--- src/rtl/interrupt_sequencer_if.sv ---
// Data-memory port shared between the interrupt sequencer and the memory arbiter.
// The sequencer drives requests (master); the memory side answers (slave).
interface interrupt_sequencer_if #(
  parameter int PC_W  = 32,
  parameter int MEM_W = 16
);
  logic             req;
  logic             we;
  logic [PC_W-1:0]  addr;
  logic [MEM_W-1:0] wdata;
  logic [MEM_W-1:0] rdata;
  logic             ready;

  modport master (
    output req, we, addr, wdata,
    input  rdata, ready
  );

  modport slave (
    input  req, we, addr, wdata,
    output rdata, ready
  );
endinterface

--- src/rtl/interrupt_sequencer.sv ---
// Interrupt entry / RTI return sequencer: pushes return PC and flags, fetches the
// ISR vector, and pops them back on RTI through the shared data-memory port.
module interrupt_sequencer #(
  parameter int PC_W      = 32,
  parameter int MEM_W     = 16,
  parameter int FLAG_W    = 4,
  parameter int DRAIN_CYC = 3,
  parameter int VEC_ADDR  = 0
) (
  input  logic                clk,
  input  logic                rst,
  input  logic                intr_in,
  input  logic                imm_in,
  input  logic                rti_in,
  input  logic [PC_W-1:0]     pc_next,
  input  logic [FLAG_W-1:0]   flags_in,
  input  logic [PC_W-1:0]     sp_in,
  interrupt_sequencer_if.master mem,
  output logic                busy,
  output logic                stall_fetch,
  output logic                flush_pipe,
  output logic                sp_dec,
  output logic                sp_inc,
  output logic                pc_load,
  output logic [PC_W-1:0]     pc_load_val,
  output logic                flags_load,
  output logic [FLAG_W-1:0]   flags_out,
  output logic                intr_ack
);

  localparam logic [3:0] IDLE     = 4'd0;
  localparam logic [3:0] DRAIN    = 4'd1;
  localparam logic [3:0] PUSH_HI  = 4'd2;
  localparam logic [3:0] PUSH_LO  = 4'd3;
  localparam logic [3:0] PUSH_FLG = 4'd4;
  localparam logic [3:0] VEC_HI   = 4'd5;
  localparam logic [3:0] VEC_LO   = 4'd6;
  localparam logic [3:0] JUMP     = 4'd7;
  localparam logic [3:0] POP_FLG  = 4'd8;
  localparam logic [3:0] POP_LO   = 4'd9;
  localparam logic [3:0] POP_HI   = 4'd10;
  localparam logic [3:0] RET      = 4'd11;

  localparam int CNT_W = (DRAIN_CYC > 1) ? $clog2(DRAIN_CYC) : 1;
  localparam logic [CNT_W-1:0] CNT_LAST     = CNT_W'(DRAIN_CYC - 1);
  localparam logic [PC_W-1:0]  VEC_HI_ADDR  = PC_W'(VEC_ADDR);
  localparam logic [PC_W-1:0]  VEC_LO_ADDR  = VEC_HI_ADDR + PC_W'(1);

  logic [3:0]        state;
  logic [3:0]        state_d;
  logic              intr_q;
  logic              pending;
  logic              entered;
  logic [CNT_W-1:0]  cnt;
  logic [PC_W-1:0]   ret_pc;
  logic [FLAG_W-1:0] ret_flg;
  logic [PC_W-1:0]   vec;
  logic              accept;
  logic              intr_edge;

  assign intr_edge = intr_in & ~intr_q;
  // RTI outranks a pending interrupt; the immediate guard only blocks the accept.
  assign accept    = (state == IDLE) && !rti_in && pending && !imm_in;

  always_comb begin
    state_d = state;
    case (state)
      IDLE: begin
        if (rti_in)      state_d = POP_FLG;
        else if (accept) state_d = DRAIN;
      end
      DRAIN:    if (cnt == CNT_LAST) state_d = PUSH_HI;
      PUSH_HI:  if (mem.ready) state_d = PUSH_LO;
      PUSH_LO:  if (mem.ready) state_d = PUSH_FLG;
      PUSH_FLG: if (mem.ready) state_d = VEC_HI;
      VEC_HI:   if (mem.ready) state_d = VEC_LO;
      VEC_LO:   if (mem.ready) state_d = JUMP;
      JUMP:     state_d = IDLE;
      POP_FLG:  if (mem.ready) state_d = POP_LO;
      POP_LO:   if (mem.ready) state_d = POP_HI;
      POP_HI:   if (mem.ready) state_d = RET;
      RET:      state_d = IDLE;
      default:  state_d = IDLE;
    endcase
  end

  always_ff @(posedge clk or negedge rst) begin
    if (!rst) begin
      state   <= IDLE;
      intr_q  <= 1'b0;
      pending <= 1'b0;
      entered <= 1'b0;
      cnt     <= '0;
      ret_pc  <= '0;
      ret_flg <= '0;
      vec     <= '0;
    end else begin
      state   <= state_d;
      intr_q  <= intr_in;
      entered <= (state_d != state);
      // A fresh edge coinciding with an accept is a new request and must survive.
      if (intr_edge)   pending <= 1'b1;
      else if (accept) pending <= 1'b0;
      cnt <= (state == DRAIN) ? cnt + 1'b1 : '0;
      if (accept) begin
        ret_pc  <= pc_next;
        ret_flg <= flags_in;
      end
      if (mem.ready) begin
        case (state)
          VEC_HI:  vec[PC_W-1:MEM_W]    <= mem.rdata;
          VEC_LO:  vec[MEM_W-1:0]       <= mem.rdata;
          POP_FLG: ret_flg              <= mem.rdata[FLAG_W-1:0];
          POP_LO:  ret_pc[MEM_W-1:0]    <= mem.rdata;
          POP_HI:  ret_pc[PC_W-1:MEM_W] <= mem.rdata;
          default: ;
        endcase
      end
    end
  end

  always_comb begin
    busy        = (state != IDLE);
    stall_fetch = (state != IDLE);
    flush_pipe  = entered && ((state == DRAIN) || (state == POP_FLG));
    mem.req     = 1'b0;
    mem.we      = 1'b0;
    mem.addr    = '0;
    mem.wdata   = '0;
    sp_dec      = 1'b0;
    sp_inc      = 1'b0;
    pc_load     = 1'b0;
    pc_load_val = '0;
    flags_load  = 1'b0;
    flags_out   = '0;
    intr_ack    = 1'b0;
    case (state)
      PUSH_HI, PUSH_LO, PUSH_FLG: begin
        mem.req  = 1'b1;
        mem.we   = 1'b1;
        mem.addr = sp_in;
        sp_dec   = mem.ready;
        case (state)
          PUSH_HI: mem.wdata = ret_pc[PC_W-1:MEM_W];
          PUSH_LO: mem.wdata = ret_pc[MEM_W-1:0];
          default: mem.wdata = MEM_W'(ret_flg);
        endcase
      end
      VEC_HI: begin
        mem.req  = 1'b1;
        mem.addr = VEC_HI_ADDR;
      end
      VEC_LO: begin
        mem.req  = 1'b1;
        mem.addr = VEC_LO_ADDR;
      end
      JUMP: begin
        pc_load     = 1'b1;
        pc_load_val = vec;
        intr_ack    = 1'b1;
      end
      POP_FLG, POP_LO, POP_HI: begin
        mem.req  = 1'b1;
        mem.addr = sp_in + PC_W'(1);
        sp_inc   = mem.ready;
      end
      RET: begin
        pc_load     = 1'b1;
        pc_load_val = ret_pc;
        flags_load  = 1'b1;
        flags_out   = ret_flg;
      end
      default: ;
    endcase
  end

endmodule

--- src/flat_wrapper.sv ---
// flat-port wrapper written by rule: the top's interface ports become plain ports
module interrupt_sequencer_flat 
#(
  parameter int PC_W      = 32,
  parameter int MEM_W     = 16,
  parameter int FLAG_W    = 4,
  parameter int DRAIN_CYC = 3,
  parameter int VEC_ADDR  = 0
)
  (clk, rst, intr_in, imm_in, rti_in, pc_next, flags_in, sp_in, busy, stall_fetch, flush_pipe, sp_dec, sp_inc, pc_load, pc_load_val, flags_load, flags_out, intr_ack, mem_req, mem_we, mem_addr, mem_wdata, mem_rdata, mem_ready);
  interrupt_sequencer_if #(.PC_W(PC_W), .MEM_W(MEM_W)) mem_i ();
  input  logic clk;
  input  logic rst;
  input  logic intr_in;
  input  logic imm_in;
  input  logic rti_in;
  input  logic [PC_W-1:0] pc_next;
  input  logic [FLAG_W-1:0] flags_in;
  input  logic [PC_W-1:0] sp_in;
  output logic busy;
  output logic stall_fetch;
  output logic flush_pipe;
  output logic sp_dec;
  output logic sp_inc;
  output logic pc_load;
  output logic [PC_W-1:0] pc_load_val;
  output logic flags_load;
  output logic [FLAG_W-1:0] flags_out;
  output logic intr_ack;
  output wire logic [$bits(mem_i.req)-1:0] mem_req;
  output wire logic [$bits(mem_i.we)-1:0] mem_we;
  output wire logic [$bits(mem_i.addr)-1:0] mem_addr;
  output wire logic [$bits(mem_i.wdata)-1:0] mem_wdata;
  input wire logic [$bits(mem_i.rdata)-1:0] mem_rdata;
  input wire logic [$bits(mem_i.ready)-1:0] mem_ready;
  assign mem_req = mem_i.req;
  assign mem_we = mem_i.we;
  assign mem_addr = mem_i.addr;
  assign mem_wdata = mem_i.wdata;
  assign mem_i.rdata = mem_rdata;
  assign mem_i.ready = mem_ready;
  interrupt_sequencer #(.PC_W(PC_W), .MEM_W(MEM_W), .FLAG_W(FLAG_W), .DRAIN_CYC(DRAIN_CYC), .VEC_ADDR(VEC_ADDR)) u_core (.clk(clk), .rst(rst), .intr_in(intr_in), .imm_in(imm_in), .rti_in(rti_in), .pc_next(pc_next), .flags_in(flags_in), .sp_in(sp_in), .mem(mem_i), .busy(busy), .stall_fetch(stall_fetch), .flush_pipe(flush_pipe), .sp_dec(sp_dec), .sp_inc(sp_inc), .pc_load(pc_load), .pc_load_val(pc_load_val), .flags_load(flags_load), .flags_out(flags_out), .intr_ack(intr_ack));
endmodule
--- config.mk ---
export PLATFORM = sky130hd
export DESIGN_NAME = interrupt_sequencer_flat
export DESIGN_NICKNAME = d
export VERILOG_FILES = /design/src/rtl/interrupt_sequencer_if.sv /design/src/rtl/interrupt_sequencer.sv /design/src/flat_wrapper.sv
export SDC_FILE = /design/constraint.sdc
export NUM_CORES = 1
export LEC_CHECK = 0
export CORE_MARGIN = 2
export CORE_UTILIZATION = 49
export DETAILED_ROUTE_END_ITERATION = 10
export GPL_ROUTABILITY_DRIVEN = 1
export GPL_TIMING_DRIVEN = 1
export PLACE_DENSITY = 0.83
export SYNTH_ARGS = -nofsm -noshare
export SYNTH_HDL_FRONTEND = slang
export SYNTH_SLANG_ARGS = --single-unit
export TNS_END_PERCENT = 10
--- constraint.sdc ---
create_clock -name clk -period 9.7 [get_ports clk]
set_input_delay 2.91 -clock clk [delete_from_list [all_inputs] [get_ports clk]]
set_output_delay 2.91 -clock clk [all_outputs]
set_load 0.01 [all_outputs]
==> results of run 1 <==
[worst max path at each step]
stage                         to     start  slack, ns
floorplan           mem_addr[28]  sp_in[7]       2.51
global placement    mem_addr[31]  sp_in[7]       1.44
detailed placement  mem_addr[21]  sp_in[7]       1.36
CTS                 mem_addr[31]  sp_in[7]       1.36
global route        mem_addr[25]  sp_in[7]       1.11
finish              mem_addr[31]  sp_in[7]       1.36
[area by class of cell]
class | instances | area share, %
timing repair buffer | 188 | 26.60
inverter | 12 | 0.6419
sequential | 77 | 27.46
clock inverter | 2 | 0.8559
tap | 133 | 2.372
clock buffer | 12 | 1.926
multi-input combinational | 419 | 40.14
[flip-flops by register name, summed over array words and instances, names as in the netlist]
signal	count
u_core.entered	1
u_core.state	4
u_core.vec	32
u_core.intr_q	1
u_core.pending	1
u_core.ret_flg	4
u_core.ret_pc	32
u_core.cnt	2
[power by group]
| part | switching, mW | internal, mW | total [mW] |
|---|---|---|---|
| Combinational | 0.423 | 0.449 | 0.872 |
| Clock | 0.110 | 0.143 | 0.253 |
| Sequential | 0.131 | 0.461 | 0.592 |
[synth_stat cells, drive strengths merged, types with 2 or more instances]
cell and number:
o31ai 3, or4 4, nand2 42, and2 3, a211oi 5, clkbuf 21
o211ai 5, nand3b 2, a21oi 50, or3 3, a22o 46, mux2 32
nor4 5, o21ai 31, a31oi 7, nand2b 5, nand4 12, and3 7
nor2 65, o41ai 3, dfrtp 77, buf 18, ha 2, nor2b 3
o22ai 4, nor3 4, inv 12, nor3b 2, or2 2, nand3 17
mux2i 40, o311ai 6
[stage by stage]
stage | area [sq um] | utilization (%) | power [mW] | std cells
floorplan | 4938 | - | 1.069 | 547
CTS | 7017 | 71.79 | 1.719 | 843
global route | 7017 | 71.79 | 1.833 | 843
global placement | 6822 | 69.79 | 1.427 | 829
finish | 7017 | 71.79 | 1.717 | 843
detailed placement | 6822 | 69.79 | 1.459 | 829
[logic make-up (layout without fill, tap and decap cells)]
family | Yosys count | count (layout) | synth area share (%)
AND/OR/NAND/NOR | 178 | 178 | 18.19
AO/OA/AOI/OAI | 165 | 165 | 22.19
flip-flops | 77 | 77 | 39.02
multiplexers | 72 | 72 | 15.40
buffers and inverters | 51 | 214 | 4.332
adder cells (fa/ha/maj) | 2 | 2 | 0.5066
XOR/XNOR | 2 | 2 | 0.3548
[placed cells by master (no fill, tap or decap), drive strengths merged, types with 3 or more instances in the layout]
master and n:
o31ai 3, a31oi 7, a21oi 50, mux2i 40, and2 3, or3 3
nor2b 3, a22o 46, buf 6, o22ai 4, mux2 32, nor4 5
and3 7, o211ai 5, a211oi 5, clkbuf 12, nor2 65, nand4 12
dfrtp 77, nand3 17, or4 4, clkdlybuf4s50 182, inv 12, nand2b 5
nor3 4, o21ai 31, o41ai 3, nand2 42, o311ai 6
[critical path, delay by kind of cell]
kind	cells	cell delay, ns
buffers and inverters	2	1.18
AND/OR/NAND/NOR	5	1.34
[per-layer routing]
metal	vias to the layer above	track usage [%]	routed length [um]
met3	26	8.835	1303
met4	0	8.398	236
met1	2437	35.85	6583
met5	-	0	0
met2	242	49.07	7683
li1	2345	-	-
==> run_results.csv, run 1 <==
group,metric,value,unit
timing,layout_setup_ws,1.358,ns
yosys,synthesis.nets,639,
finish,register_area,1927,sq um
cts,clkTransAtPathRegs,0.07,ns
timing,min_period,8.342,ns
power_and_ir_drop,cellLeakagePower,3.070,nW
grt,grt_pass1_vias,4940,
yosys,synth_edf_count,0,
finish,drive_above_1_share,8.873,%
floorplan,die_x,104.4,um
timing,rsz0062_at_grt,"no",
critical_path,end_kind,"output pin",
critical_path,reg2regPathDepth,5,
critical_path,max_stage_delay,0.64,ns
timing,finalCritPeriodShare,86.00,%
critical_path,worstReg2RegEnd,"u_core.ret_pc[12]$_DFF_PN0_",
cts,clock_sinks,77,
floorplan,fp.dieH,104.4,um
yosys,synth_seq_area_share,39.02,%
cts,cts_buffers,9,
finish,fin_nets,799,
route,postRouteAntennaNets,0,
timing,tightest_slew,1.195,ns
grt,grt_pass1_wl,25570,um
placement,dp_slack,1.362,ns
yosys,ys.flop_type,"dfrtp_1",
route,dr.pass1.iters,5,
floorplan,pin_count,184,
route,drc_errors,0,
cts,root_buffer,"clkbuf_8",
route,via_per_inst,5.991,
power_and_ir_drop,ir_drop,0.0001433,V
floorplan,fp-row-count,36,
yosys,async_flop_share,100.0,%
yosys,yosys_warnings,0,
yosys,synth_area_leaders,"dfrtp_1, a22o_1, mux2i_1",
floorplan,coreArea,9774,sq um
yosys,netlist.area_leader.share,39.02,%
timing,hold_ws,0.4333,ns
yosys,synth_cell_type_count,50,
timing,hold_viol_final,0,
yosys,syn-instance-count,547,
timing,skew,0.01079,ns
finish,multi_input_area,2816,sq um
placement,gp_congestion,0.9308,
outcome,status,"finished clean",
run,drv_cap,0,
cts,cts_setup_buffers,0,
timing,fin_setup_tns,0,ns
yosys,netlist_area,4938,sq um
route,drt_iter0_drc,334,
route,wl,15810,um
timing,drv_slew,0,
power_and_ir_drop,powerDensity,244.7,nW/um^2
critical_path,cp.arrival,5.43,ns
timing,slew_headroom,20.07,%
grt,track_usage,29.06,%
critical_path,path_cells,"clkdlybuf4s50_1 -> nand4_4 -> nor3_2 -> nand3_1 -> or3_1 -> nand3_1 -> clkdlybuf4s50_1",
route,wl_per_cell,18.75,um
timing,setup_viol,0,
hold_path,hold-path-cell-count,1,
finish,fill_cells,785,
grt,grt_max_degree,78,
critical_path,path_max_fanout,8,
route,num_vias,5050,
timing,fmax,119.9,MHz
yosys,synth_top_area_cell,"dfrtp_1",
cts,postCtsHoldBufs,0,
critical_path,start_kind,"input port",
critical_path,cp_slowest_cell,"clkdlybuf4s50_1",
critical_path,rrSetupSlack,7.00,ns
grt,antenna_found_initial,0,
cts,cts.repair.resized,0,
critical_path,crit_required,6.79,ns
placement,hpwl,11050,um
placement,io_buffers,183,
floorplan,dieArea,10900,sq um
yosys,ys_ff_latch,77,
finish,antennaDiodeCount,0,
finish,syn_to_final_growth,42.08,%
hold_path,hp-start,"u_core.cnt[0]$_DFF_PN0_",
cts,cts_tree,"built",
grt,grt_overflow,0,
cts,insertion_delay,0.35,ns
critical_path,path_class,"input port to output pin",
hold_path,min_to,"u_core.cnt[0]$_DFF_PN0_",
hold_path,min_path_type,"register to register",
critical_path,r2r-start,"u_core.state[3]$_DFF_PN0_",
cts,htree_num_levels,3,
floorplan,start_util,50.52,%
yosys,synth.avg_cell_area,9.028,sq um
cts,cts_buffer_depth,2,
Power figures use the tool's default switching activity.
==> run 2: changes to the inputs <==
CORE_UTILIZATION = 45   (was 49)
PLACE_DENSITY = 0.77   (was 0.83)
==> run_results.csv, run 2 (same netlist as run 1, synthesis figures left out) <==
group,metric,value,unit
outcome,status,"finished clean",
finish,multi_input_area,2814,sq um
finish,antennaDiodeCount,0,
critical_path,path_max_fanout,8,
critical_path,r2r-start,"u_core.state[3]$_DFF_PN0_",
placement,gp_congestion,0.8866,
timing,drv_slew,0,
cts,cts_setup_buffers,0,
placement,dp.cells,836,
grt,grt_pass1_wl,24910,um
floorplan,die_x,108.8,um
cts,htree_num_levels,3,
grt,antenna_found_initial,1,
cts,cts_buffers,9,
cts,cts_buffer_depth,2,
finish,biggestRegsByFlops,"u_core.ret_pc x32, u_core.vec x32",
floorplan,fp-row-count,38,
hold_path,min_path_type,"register to register",
timing,rsz0062_at_grt,"no",
cts,clock_sinks,77,
timing,min_period,8.508,ns
power_and_ir_drop,ir_drop,0.0001457,V
finish,register_area,1927,sq um
route,dr.pass1.iters,5,
critical_path,reg2regPathDepth,5,
floorplan,pin_count,184,
critical_path,critPathTopFamily,"buffers and inverters",
cts,cts_tree,"built",
critical_path,cp.arrival,5.60,ns
critical_path,cp_slowest_cell,"clkdlybuf4s50_1",
route,via_per_inst,5.946,
critical_path,worstReg2RegEnd,"u_core.ret_pc[2]$_DFF_PN0_",
timing,tightest_slew,1.177,ns
route,num_vias,5060,
timing,hold_viol_final,0,
timing,fmax,117.5,MHz
finish,drive_above_1_share,9.283,%
grt,grt_pass1_vias,4898,
route,wl,16200,um
critical_path,path_class,"input port to output pin",
finish,final_cell_mix,"clkdlybuf4s50_1, dfrtp_1, nor2_1",
finish,fin_nets,799,
grt,grt_overflow,0,
critical_path,startpoint,"sp_in[7]",
critical_path,start_kind,"input port",
critical_path,endpoint,"mem_addr[29]",
cts,root_buffer,"clkbuf_8",
critical_path,path_cells,"clkdlybuf4s50_1 -> nand4_4 -> nor3_2 -> nand3_1 -> o311ai_0 -> o31ai_1 -> clkdlybuf4s50_1",
critical_path,max_stage_delay,0.64,ns
cts,postCtsHoldBufs,0,
finish,final_common_cell,"clkdlybuf4s50_1",
cts,clkTransAtPathRegs,0.07,ns
finish,finalNonFillerCells,851,
grt,grt_max_degree,78,
critical_path,crit_required,6.79,ns
grt,track_usage,26.99,%
floorplan,fp.dieH,108.8,um
timing,finalCritPeriodShare,87.71,%
cts,cts.repair.resized,0,
critical_path,end_kind,"output pin",
timing,skew,0.005946,ns
route,wl_per_cell,19.04,um
run,drv_cap,0,
power_and_ir_drop,powerDensity,246.7,nW/um^2
route,drt_iter0_drc,400,
critical_path,crit_top_cell,"clkdlybuf4s50_1",
critical_path,rrSetupSlack,7.00,ns
timing,setup_viol,0,
critical_path,cp.depth,7,
placement,io_buffers,183,
finish,syn_to_final_growth,42.97,%
timing,fin_setup_tns,0,ns
floorplan,coreArea,10790,sq um
power_and_ir_drop,cellLeakagePower,3.089,nW
timing,slew_headroom,21.24,%
route,drc_errors,0,
cts,insertion_delay,0.36,ns
critical_path,critPathBufInv,2,
route,postRouteAntennaNets,0,
placement,hpwl,11120,um
floorplan,start_util,45.76,%
floorplan,dieArea,11830,sq um
finish,fill_cells,895,
==> run 2: cell count changes in the layout (fill, tap and decap cells not counted) <==
cell / before / now
clkbuf_1: 3 / 0
clkbuf_8: 9 / 12
clkinvlp_4: 0 / 1
nor2_1: 62 / 63
nor2_2: 3 / 2
==> run 2: final cells by class <==
type / instances / area share (%)
Inverter: 12 / 0.6380
Clock inverter: 3 / 0.9569
Clock buffer: 12 / 2.339
Timing Repair Buffer: 188 / 26.44
Multi-Input combinational cell: 419 / 39.85
Tap cell: 140 / 2.481
Sequential cell: 77 / 27.29
==> run 2: how the worst min path moves through the flow <==
stage,startpoint,to,depth (start not counted)
after CTS,u_core.cnt[0]$_DFF_PN0_,u_core.cnt[0]$_DFF_PN0_,1
after floorplan,u_core.intr_q$_DFF_PN0_,u_core.pending$_DFFE_PN0P_,1
final,u_core.intr_q$_DFF_PN0_,u_core.pending$_DFFE_PN0P_,1
after detailed placement,u_core.cnt[0]$_DFF_PN0_,u_core.cnt[0]$_DFF_PN0_,1
after global placement,u_core.cnt[0]$_DFF_PN0_,u_core.cnt[0]$_DFF_PN0_,1
after global routing,u_core.cnt[0]$_DFF_PN0_,u_core.cnt[0]$_DFF_PN0_,1
==> run 2: where the power goes <==
| part | switching (mW) | total (mW) | internal [mW] |
|---|---|---|---|
| registers | 0.131 | 0.592 | 0.461 |
| logic | 0.423 | 0.869 | 0.446 |
| clock network | 0.117 | 0.282 | 0.165 |
==> run 2: per-layer routing <==
layer  part of all wire (%)  wire length (um)  track usage (%)  vias to the layer above
li1                       -                 -                -                     2347
met4                    1.9               301            9.707                        0
met1                     40              6513            32.70                     2417
met2                     48              7750            45.54                      264
met5                      0                 0                0                        -
met3                     10              1633            8.069                       32
==> run 2: worst register-to-register path, delay by kind of cell (launching register included) <==
family	cells	cell delay, ns
compound gates	1	0.07
flops	1	0.74
simple gates	4	1.71
==> run 2: metrics by stage <==
stage          total power, mW  cell area (sq um)  util [%]  setup slack [ns]  hold slack, ns
5_1_grt                  1.856               7061     65.42             1.053          0.4540
2_1_floorplan            1.069               4938         -             2.506          0.3996
3_5_place_dp             1.455               6828     63.26             1.259          0.4302
3_3_place_gp             1.424               6828     63.26             1.368          0.4124
4_1_cts                  1.742               7061     65.42             1.250          0.4393
6_report                 1.742               7061     65.42             1.192          0.4310
